--- config.mk ---
export PLATFORM = sky130hd
export DESIGN_NAME = alu_operand_stage
export DESIGN_NICKNAME = d
export VERILOG_FILES = /design/src/rtl/cpu_pkg.sv /design/src/rtl/fwd_pick.sv /design/src/rtl/alu_operand_stage.sv
export SDC_FILE = /design/constraint.sdc
export NUM_CORES = 1
export LEC_CHECK = 0
export ABC_AREA = 1
export CAP_MARGIN = 20
export CELL_PAD_IN_SITES_DETAIL_PLACEMENT = 1
export CELL_PAD_IN_SITES_GLOBAL_PLACEMENT = 1
export CORE_MARGIN = 3
export CORE_UTILIZATION = 24
export DETAILED_ROUTE_END_ITERATION = 12
export GPL_ROUTABILITY_DRIVEN = 0
export PLACE_DENSITY_LB_ADDON = 0.1
export SYNTH_ARGS = -nofsm -noshare
export SYNTH_HDL_FRONTEND = slang
export SYNTH_SLANG_ARGS = --single-unit
--- constraint.sdc ---
create_clock -name clk -period 2.6 [get_ports clk]
set_clock_uncertainty 0.1 [all_clocks]
set_input_delay 0.26 -clock clk [delete_from_list [all_inputs] [get_ports clk]]
set_output_delay 0.26 -clock clk [all_outputs]
set_load 0.01 [all_outputs]
--- src/rtl/cpu_pkg.sv ---
// cpu_pkg: shared datapath widths and ALU operand-select encodings
package cpu_pkg;
    localparam int XLEN = 32;
    localparam int REGW = 5;
    localparam logic ASEL_RS1 = 1'b0;
    localparam logic ASEL_PC  = 1'b1;
    localparam logic BSEL_IMM = 1'b0;
    localparam logic BSEL_RS2 = 1'b1;
endpackage

--- src/rtl/fwd_pick.sv ---
// fwd_pick: priority forwarding select for one register operand (index 0 youngest)
module fwd_pick #(
    parameter int XLEN = cpu_pkg::XLEN,
    parameter int REGW = cpu_pkg::REGW,
    parameter int NFWD = 2
) (
    input  logic [REGW-1:0]      rs_addr,
    input  logic [XLEN-1:0]      rs_data,
    input  logic [NFWD-1:0]      fwd_valid,
    input  logic [NFWD*REGW-1:0] fwd_addr,
    input  logic [NFWD*XLEN-1:0] fwd_data,
    input  logic [NFWD-1:0]      fwd_pending,
    output logic [XLEN-1:0]      data,
    output logic                 hit,
    output logic                 pending
);
    // scan oldest to youngest so the lowest matching index overwrites last and wins
    always_comb begin
        data = rs_data;
        hit = 1'b0;
        pending = 1'b0;
        for (int i = NFWD - 1; i >= 0; i--) begin
            if (fwd_valid[i] && fwd_addr[i*REGW +: REGW] == rs_addr && rs_addr != '0) begin
                data = fwd_data[i*XLEN +: XLEN];
                hit = 1'b1;
                pending = fwd_pending[i];
            end
        end
    end
endmodule

--- src/rtl/alu_operand_stage.sv ---
// alu_operand_stage: ALU operand select with forwarding, load-use interlock and output register
// Forwarding and hazard logic are built only when ALU_OPSEL_FWD_EN is defined.
module alu_operand_stage import cpu_pkg::*; #(
    parameter int XLEN = cpu_pkg::XLEN,
    parameter int REGW = cpu_pkg::REGW,
    parameter int NFWD = 2,
    parameter int CNTW = 16
) (
    input  logic                 clk,
    input  logic                 rst,
    input  logic                 in_valid,
    output logic                 in_ready,
    input  logic [REGW-1:0]      rs1_addr,
    input  logic [REGW-1:0]      rs2_addr,
    input  logic [XLEN-1:0]      rs1_data,
    input  logic [XLEN-1:0]      rs2_data,
    input  logic [XLEN-1:0]      pc,
    input  logic [XLEN-1:0]      ext_imm,
    input  logic                 a_sel,
    input  logic                 b_sel,
    input  logic                 is_store,
    input  logic [NFWD-1:0]      fwd_valid,
    input  logic [NFWD*REGW-1:0] fwd_addr,
    input  logic [NFWD*XLEN-1:0] fwd_data,
    input  logic [NFWD-1:0]      fwd_pending,
    input  logic                 flush,
    output logic                 out_valid,
    input  logic                 out_ready,
    output logic [XLEN-1:0]      din_1,
    output logic [XLEN-1:0]      din_2,
    output logic [XLEN-1:0]      store_data,
    output logic                 hazard,
    output logic [CNTW-1:0]      hazard_cnt
);
    logic [XLEN-1:0] op1, op2;
    logic            hit1, hit2, pend1, pend2;
    logic            use1, use2, accept;
    logic            out_valid_q, out_valid_d;
    logic [XLEN-1:0] din_1_q, din_1_d, din_2_q, din_2_d, store_data_q, store_data_d;
    logic [CNTW-1:0] hazard_cnt_q, hazard_cnt_d;

`ifdef ALU_OPSEL_FWD_EN
    fwd_pick #(.XLEN(XLEN), .REGW(REGW), .NFWD(NFWD)) u_pick1 (
        .rs_addr(rs1_addr), .rs_data(rs1_data), .fwd_valid(fwd_valid), .fwd_addr(fwd_addr),
        .fwd_data(fwd_data), .fwd_pending(fwd_pending), .data(op1), .hit(hit1), .pending(pend1)
    );
    fwd_pick #(.XLEN(XLEN), .REGW(REGW), .NFWD(NFWD)) u_pick2 (
        .rs_addr(rs2_addr), .rs_data(rs2_data), .fwd_valid(fwd_valid), .fwd_addr(fwd_addr),
        .fwd_data(fwd_data), .fwd_pending(fwd_pending), .data(op2), .hit(hit2), .pending(pend2)
    );
`else
    logic unused_fwd;
    assign unused_fwd = ^{fwd_valid, fwd_addr, fwd_data, fwd_pending};
    assign op1 = rs1_data;
    assign op2 = rs2_data;
    assign hit1 = 1'b0;
    assign hit2 = 1'b0;
    assign pend1 = 1'b0;
    assign pend2 = 1'b0;
`endif

    // handshake, interlock and next-state for the operand register and hazard counter
    always_comb begin
        use1 = a_sel == ASEL_RS1;
        use2 = b_sel == BSEL_RS2 || is_store;
        hazard = in_valid && ((use1 && hit1 && pend1) || (use2 && hit2 && pend2));
        in_ready = (!out_valid_q || out_ready) && !hazard;
        accept = in_valid && in_ready && !flush;
        out_valid_d = flush ? 1'b0 : accept ? 1'b1 : (out_valid_q && out_ready) ? 1'b0 : out_valid_q;
        din_1_d = accept ? (a_sel == ASEL_PC ? pc : op1) : din_1_q;
        din_2_d = accept ? (b_sel == BSEL_RS2 ? op2 : ext_imm) : din_2_q;
        store_data_d = accept ? op2 : store_data_q;
        hazard_cnt_d = (hazard && hazard_cnt_q != '1) ? hazard_cnt_q + 1'b1 : hazard_cnt_q;
    end

    // state registers; reset drops any in-flight instruction
    always_ff @(posedge clk) begin
        if (rst) begin
            out_valid_q <= 1'b0;
            din_1_q <= '0;
            din_2_q <= '0;
            store_data_q <= '0;
            hazard_cnt_q <= '0;
        end else begin
            out_valid_q <= out_valid_d;
            din_1_q <= din_1_d;
            din_2_q <= din_2_d;
            store_data_q <= store_data_d;
            hazard_cnt_q <= hazard_cnt_d;
        end
    end

    assign out_valid = out_valid_q;
    assign din_1 = din_1_q;
    assign din_2 = din_2_q;
    assign store_data = store_data_q;
    assign hazard_cnt = hazard_cnt_q;
endmodule

==> run_results.csv <==
group,metric,value,unit
run_status,outcome,"completed",
place,dp_hpwl,11900,µm
global_routing,globalRoute.busiestLayer,"met2",
yosys,synthCells,840,
yosys,yosys_warnings,0,
floorplanning,die_w,150,µm
flow_run,drv_cap,0,
cells_and_area,mostFrequentLayoutCells,"nand2_1, clkdlybuf4s50_1, nor2_1",
critical_path,rr_worst_depth,6,
cells_and_area,nets,1273,
clock_tree,cts_tree,"done",
clock_tree,numCtsBuffers,9,
min_path,hold_path.class,"in -> reg",
global_routing,grt_use_met1,0.166,
floorplanning,fp.dieH,150,µm
pwr,p_int,0.00283,W
critical_path,critPathSlowestCell,"clkdlybuf4s50_1",
critical_path,endpoint_kind,"output port",
global_routing,grt_pass1_vias,4944,
yosys,synthTopCellsByArea,"dfxtp_1, nand2_1, nor2_1",
pwr,pwr-share-seq,0.421,
cells_and_area,layout-drive-gt1-share,0.0323,
cells_and_area,nFillCells,2624,
critical_path,crit_type,"in -> out",
global_routing,antenna_found_initial,1,
clock_tree,cts.sink_count,97,
floorplanning,core_area,20400,µm²
clock_tree,postCtsSetupBuffers,0,
pwr,power_frac_comb,0.233,
sta,finalSetupViolations,0,
drt,drt_iter0_drc,152,
cells_and_area,final_common_cell,"nand2_1",
yosys,ys_ff_latch,97,
place,io_buffer_count,232,
critical_path,r2r_slack,1.13,ns
yosys,synth_area_per_cell,5.95,µm²
sta,period_minus_slack,1.80,ns
clock_tree,clkLatencyLatePin,0.34,ns
clock_tree,cts_max_path_buffers,2,
yosys,ys_seq_area_frac,0.388,
clock_tree,cts_resized,0,
cells_and_area,antenna_cells,0,
clock_tree,clk_pin_slew_worst_paths,0.07,ns
floorplanning,ios,339,
yosys,yosysTopAreaCell,"dfxtp_1",
floorplanning,dieArea,22600,µm²
global_routing,track_usage,0.137,
global_routing,grt_util_met3,0.0677,
drt,vias,5117,
critical_path,r2r-end,"din_1[15]",
drt,drcViolationCount,0,
yosys,synth_top_area_frac,0.388,
floorplanning,row_count,52,
pwr,power.density,502,nW/µm²
sta,hold_violations,0,
sta,rsz0062_at_grt,"false",
drt,avgRoutedWirePerCell,12.0,µm
drt,drt-pass1-iter-count,4,
pwr,power.net_switching,0.00107,W
pwr,vdd_drop_max,0.266,mV
critical_path,required,2.24,ns
critical_path,worstPathArrival,1.44,ns
global_routing,grt_first_pass_wirelength,24700,µm
drt,wl,15800,µm
sta,fin_tns_setup,0,ns
min_path,min_path_cells,5,
sta,maxSlewViolCount,0,
yosys,syn_area,5000,µm²
pwr,p_leak,3.86,nW
global_routing,grt_use_met2,0.216,
critical_path,slowest_delay,0.56,ns
critical_path,cp-start-kind,"primary input",
clock_tree,ctsHtreeMaxLevel,3,
sta,relSlewSlack,0.665,
critical_path,crit_fanout,2,
min_path,min_from,"b_sel",
critical_path,rr_startpoint,"out_valid",
global_routing,grt_overflow,0,
global_routing,grt_max_degree,65,
cells_and_area,syn_to_final_growth,55.4,%
sta,min_period_over_period,0.694,
critical_path,cpMostUsedCell,"clkdlybuf4s50_1",
sta,timing.fmax,555,MHz
sta,worst_pin_slew,0.503,ns
sta,fin_hold_ws,0.364,ns
pwr,p_sw_frac,0.275,
floorplanning,initial_utilization,0.246,
drt,viasPerCell,3.86,
min_path,hold_end,"din_2[16]",
clock_tree,cts_hold_buf,0,
yosys,yosysUniqueCellTypes,17,
clock_tree,root_buffer,"clkbuf_16",
drt,route.antenna.remaining_nets,0,
cells_and_area,fin_util,0.381,
pwr,p_clk_frac,0.346,
critical_path,crit_path_cell_trace,"clkdlybuf4s50_1, inv_2, nand2_2, clkdlybuf4s50_1",
[cells by family (layout without fill, tap and decap cells)]
logic type / Yosys count / after routing / share of synthesized area
AO/OA/AOI/OAI: 65 / 65 / 0.0651
buffers and inverters: 225 / 423 / 0.205
AND/OR/NAND/NOR: 452 / 452 / 0.341
flip-flops: 97 / 97 / 0.388
other: 1 / 17 / 0.000750
[registers in the layout (all words and copies together), names as in the netlist]
signal / flops
din_1: 32
din_2: 32
out_valid: 1
store_data: 32
[Yosys cell counts]
master / number
a21oi_1: 1
buf_2: 23
buf_4: 17
buf_6: 10
buf_8: 1
clkbuf_1: 11
clkinv_1: 1
conb_1: 1
dfxtp_1: 97
inv_1: 160
inv_2: 2
nand2_1: 256
nand2_2: 2
nor2_1: 192
nor2_2: 1
nor3_1: 1
o21ai_0: 64
[routing by layer]
metal / up-vias / routed length [µm]
met5: - / 9
met4: 2 / 161
met3: 10 / 1820
met2: 152 / 6900
met1: 2177 / 6960
li1: 2776 / -
[how the worst max path moves through the flow]
stage / from / to / slack (ns)
global route: out_ready / in_ready / 0.77
detailed placement: in_valid / store_data[19] / 0.61
floorplan: out_valid / din_1[10] / 1.38
CTS: out_ready / in_ready / 0.79
global placement: in_valid / store_data[19] / 0.61
finish: out_ready / in_ready / 0.80
[critical path, delay by kind of cell]
kind | cells | cell delay [ns]
buffers and inverters | 3 | 1.07
and+or+nand+nor | 1 | 0.11
[power by group through the flow]
stage	Combinational (W)	Clock (W)	Sequential [W]
2_1_floorplan	0.000384	0	0.00172
3_3_place_gp	0.000925	0	0.00167
3_5_place_dp	0.000928	0	0.00168
4_1_cts	0.000933	0.00143	0.00164
5_1_grt	0.00103	0.00150	0.00165
6_report	0.000910	0.00135	0.00164
[layout make-up]
cell class,instances,area [µm²],share of cell area
multi-input combinational,534,2110,0.271
clock buffer,11,233,0.0300
sequential,97,1940,0.250
timing repair buffer,244,2480,0.319
inverter,163,613,0.0789
tap,270,338,0.0435
clock inverter,5,56.3,0.00725
[stage by stage]
| stage | total power [W] | instance area (µm²) | setup slack, ns | instances |
|---|---|---|---|---|
| 2_1_floorplan | 0.00211 | 5060 | 1.38 | 856 |
| 3_3_place_gp | 0.00260 | 7480 | 0.607 | 1308 |
| 3_5_place_dp | 0.00260 | 7480 | 0.608 | 1308 |
| 4_1_cts | 0.00401 | 7770 | 0.792 | 1324 |
| 5_1_grt | 0.00418 | 7770 | 0.767 | 1324 |
| 6_report | 0.00390 | 7770 | 0.797 | 1324 |
(Power assumes the default switching activity.)
